--- src/rtl/std_pipe_reg.sv ---
// std_pipe_reg: DEPTH-stage elastic valid/ready pipeline register with bubble collapsing
// and occupancy count. Define STD_PIPE_REG_FLUSH_EN to add a synchronous flush input.
module std_pipe_reg #(
  parameter int unsigned WIDTH = 8,
  parameter int unsigned DEPTH = 2,
  parameter int unsigned CNT_W = (DEPTH == 0) ? 1 : $clog2(DEPTH + 1)
) (
  input  logic             clk,
  input  logic             rst_n,
`ifdef STD_PIPE_REG_FLUSH_EN
  input  logic             flush,
`endif
  input  logic             in_valid,
  output logic             in_ready,
  input  logic [WIDTH-1:0] in_data,
  output logic             out_valid,
  input  logic             out_ready,
  output logic [WIDTH-1:0] out_data,
  output logic [CNT_W-1:0] occupancy
);

  logic w_flush;
`ifdef STD_PIPE_REG_FLUSH_EN
  assign w_flush = flush;
`else
  assign w_flush = 1'b0;
`endif

  if (DEPTH == 0) begin : g_bypass
    logic w_unused;
    assign w_unused  = clk ^ rst_n ^ w_flush;
    assign in_ready  = out_ready;
    assign out_valid = in_valid;
    assign out_data  = in_data;
    assign occupancy = '0;
  end else begin : g_pipe
    logic [DEPTH-1:0] w_vld;
    logic [DEPTH-1:0] w_rdy;
    logic [WIDTH-1:0] w_dat [DEPTH];
    logic [CNT_W-1:0] r_cnt;
    logic             w_in_fire;
    logic             w_out_fire;

    for (genvar s = 0; s < DEPTH; s++) begin : g_stage
      logic             r_vld;
      logic [WIDTH-1:0] r_dat;
      logic             w_up_vld;
      logic [WIDTH-1:0] w_up_dat;

      if (s == 0) begin : g_head
        assign w_up_vld = in_valid;
        assign w_up_dat = in_data;
      end else begin : g_body
        assign w_up_vld = w_vld[s-1];
        assign w_up_dat = w_dat[s-1];
      end

      // Ready chain unrolled: a stage may load when any stage at or after it is empty.
      assign w_rdy[s] = out_ready | ~(&w_vld[DEPTH-1:s]);

      always_ff @(posedge clk or negedge rst_n) begin
        if (!rst_n)        r_vld <= 1'b0;
        else if (w_flush)  r_vld <= 1'b0;
        else if (w_rdy[s]) r_vld <= w_up_vld;
      end

      always_ff @(posedge clk) begin
        if (w_rdy[s] && w_up_vld) r_dat <= w_up_dat;
      end

      assign w_vld[s] = r_vld;
      assign w_dat[s] = r_dat;
    end

    assign in_ready   = w_rdy[0];
    assign out_valid  = w_vld[DEPTH-1];
    assign out_data   = w_dat[DEPTH-1];
    assign w_in_fire  = in_valid & w_rdy[0];
    assign w_out_fire = w_vld[DEPTH-1] & out_ready;

    always_ff @(posedge clk or negedge rst_n) begin
      if (!rst_n)       r_cnt <= '0;
      else if (w_flush) r_cnt <= '0;
      else              r_cnt <= r_cnt + CNT_W'(w_in_fire) - CNT_W'(w_out_fire);
    end

    assign occupancy = r_cnt;
  end

endmodule

--- config.mk ---
export PLATFORM = sky130hd
export DESIGN_NAME = std_pipe_reg
export DESIGN_NICKNAME = d
export VERILOG_FILES = /design/src/rtl/std_pipe_reg.sv
export SDC_FILE = /design/constraint.sdc
export NUM_CORES = 1
export LEC_CHECK = 0
export BUFFER_PORTS_ARGS = -buffer_cell sky130_fd_sc_hd__buf_4
export CAP_MARGIN = 20
export CORE_ASPECT_RATIO = 1.25
export CORE_MARGIN = 2
export CORE_UTILIZATION = 42
export DETAILED_ROUTE_END_ITERATION = 8
export PLACE_DENSITY = 0.69
export SLEW_MARGIN = 20
export SYNTH_ARGS = -nofsm -noshare
export SYNTH_HDL_FRONTEND = slang
export SYNTH_SLANG_ARGS = --single-unit
--- constraint.sdc ---
create_clock -name clk -period 2.51 [get_ports clk]
set_input_delay 0.251 -clock clk [delete_from_list [all_inputs] [get_ports clk]]
set_output_delay 0.251 -clock clk [all_outputs]
set_load 0.01 [all_outputs]
==> impl_metrics.ini <==
[status]
status = completed

[cells_and_area]
num_antenna_cells = 0
nFillCells = 124
area_growth_pct = 37.3
multi_input_area_um2 = 108
regArea_um2 = 581
layout-drive-gt1-share_pct = 49.2
fin_nets = 76

[power_and_ir_drop]
p_per_area_nw_per_um2 = 839
ir_worst_vdd_mv = 0.723
cellLeakagePower_nw = 0.399
power.total_w = 0.000797

[setup_path]
cp-start-kind = flip-flop
cp-endpoint = occupancy[1]
path_max_fanout = 4
slowest_delay_ns = 0.45
path_class = reg -> reg
crit_start = out_valid
cp.arrival_ns = 1.73
cpMaxStageDelayCell = dfrtp_1
crit_path_end_kind = flip-flop
crit_chain = nand3b_4, nand2_1, ha_1, inv_1, ha_1, xnor2_1, xnor2_1
required_ns = 2.73
timing.rr.start = out_valid
worstRegToRegCells = 7
rr_endpoint = occupancy[1]
rrSetupSlack_ns = 1.01

[placed_design]
port_buffers = 23
place_ws_ns = 1.03
place.gp.congestion = 0.594
dp_hpwl_um = 646

[cts]
ctsRootBufferMaster = clkbuf_4
htree_levels = 1
clock-sinks = 20
clkSlewWorstSetupHoldPaths_ns = 0.11
post_cts_buffers = 0
numCtsBuffers = 3
cts_tree = built
clock_latency_ns = 0.29
clock_tree.buffer_depth = 2

[routing]
vias_per_cell = 4.53
drc_errors = 0
dr.pass1.iters = 2
met3WireLength_um = 65
ant_nets = 0
num_vias = 358
highest_layer = met4
routedLengthMet1_um = 326
drtIter0Drc = 3
wl_met2_um = 424
wl_per_cell_um = 10.5
drt_wl_total_um = 827

[hold_path]
holdCritStartpoint = in_data[3]
hp-class = in -> reg

[run]
max_cap_viol_count = 0

[sta]
finalCriticalPeriod_ns = 1.50
worstMarginPinSlew_ns = 0.324
setup_viol = 0
max_slew_margin_pct = 78.4
setup_ws_ns = 1.01
fin_skew_ns = 0.00241
fmax_ghz = 0.666
rsz0062_at_grt = no
hold_violations = 0
min_period_over_period_pct = 59.8
setup_tns_ns = 0
drv_slew = 0

[yosys]
ys_seq_elements = 20
avgSynthCellArea_um2 = 21.0
synth_warnings = 0
synth_top_area_share_pct = 69.4
synth_area_leaders = edfxtp_1, dfrtp_1, ha_1
syn_inst = 33
synthDistinctLibCells = 11
syn_area_um2 = 692
synth_fp_nets = 47
synth_top_area_cell = edfxtp_1
yosysSeqAreaShare_pct = 83.9

[die]
pin_count = 24
start_util_pct = 44.3
die_w_um = 40.3
rows = 16
die_y_um = 49.4
die-area_um2 = 1990
core_area_um2 = 1560

[global_route]
grt_pass1_vias = 361
grt_first_pass_wirelength_um = 1370
gr-total-overflow = 0
grt_max_degree = 13
antenna_found_initial = 0
grtUsageTotal_pct = 10.6
## metal layers
layer,global-route usage (%),vias to the layer above
met5,0,-
met4,10.0,0
met3,2.74,2
met2,15.3,18
met1,11.9,164
li1,-,174
## worst max-delay path, delay by kind of cell (launching register included)
kind                       cells  cell delay, ns
and+or+nand+nor                2            0.19
DFF                            1            0.45
adders and majority gates      2            0.45
buffers and inverters          1            0.04
xor gates and xnor gates       2            0.30
## cells in the mapped netlist
cell type	number
and2_1	1
and2_2	1
and2_4	1
dfrtp_1	4
edfxtp_1	16
ha_1	2
inv_1	1
nand2_1	1
nand2b_1	3
nand3b_4	1
xnor2_1	2
## how the worst min path moves through the flow
stage	to	slack [ns]	cells past startpoint
3_3_place_gp	out_valid	0.05	1
6_report	g_pipe.g_stage[0].r_dat[3]	0.13	1
5_1_grt	g_pipe.g_stage[0].r_dat[5]	0.09	1
4_1_cts	g_pipe.g_stage[0].r_dat[4]	0.12	1
3_5_place_dp	out_valid	0.05	1
2_1_floorplan	g_pipe.g_stage[0].r_vld	-0.04	0
## sequential cells by signal (all words and copies together) (netlist names)
signal	flops
occupancy	2
g_pipe.g_stage.r_vld	1
out_data	8
out_valid	1
g_pipe.g_stage.r_dat	8
## area by class of cell
class                           instances  share of cell area (%)
Timing Repair Buffer                   24                    19.2
Inverter                                1                   0.395
Sequential cell                        20                    61.1
Clock buffer                            3                    2.37
Clock inverter                          1                    3.16
Tap cell                               18                    2.37
Multi-Input combinational cell         12                    11.3
## where the power goes
part / total [W] / switching, W / internal (W) / leakage (nW)
logic: 0.000127 / 0.0000525 / 0.0000744 / 0.173
registers: 0.000419 / 0.0000181 / 0.000401 / 0.198
clock network: 0.000251 / 0.0000901 / 0.000161 / 0.0279
total: 0.000797 / 0.000161 / 0.000636 / 0.399
## per-stage QoR
step	hold WS, ns	area (um^2)	utilization [%]	std cells
after floorplan	-0.0446	692	-	33
after global placement	0.0482	887	56.8	74
after detailed placement	0.0495	887	56.8	74
after CTS	0.117	950	60.8	79
after global routing	0.0932	950	60.8	79
final	0.129	950	60.8	79
## logic make-up (layout without fill, tap and decap cells)
group / Yosys count / in the layout / synth area share [%]
simple gates: 8 / 8 / 9.40
xor+xnor: 2 / 2 / 2.53
flops: 20 / 20 / 83.9
buf+inv: 1 / 29 / 0.542
fa+ha+maj: 2 / 2 / 3.62
## layout by cell type, fill, tap and decap left out
| master | count |
|---|---|
| inv_1 | 1 |
| dlygate4sd3_1 | 1 |
| bufinv_16 | 1 |
| ha_1 | 2 |
| edfxtp_1 | 16 |
| dfrtp_1 | 4 |
| and2_1 | 1 |
| and2_2 | 1 |
| buf_4 | 23 |
| nand2_1 | 1 |
| nand2b_1 | 3 |
| xnor2_1 | 2 |
| clkbuf_4 | 3 |
| and2_4 | 1 |
| nand3b_4 | 1 |
## timing repair
item	4_1_cts	5_1_grt
hold endpoints to repair	4	0
hold buffers	1	0
setup endpoints to repair	0	0
resized for setup	0	0
(Power assumes the default switching activity.)
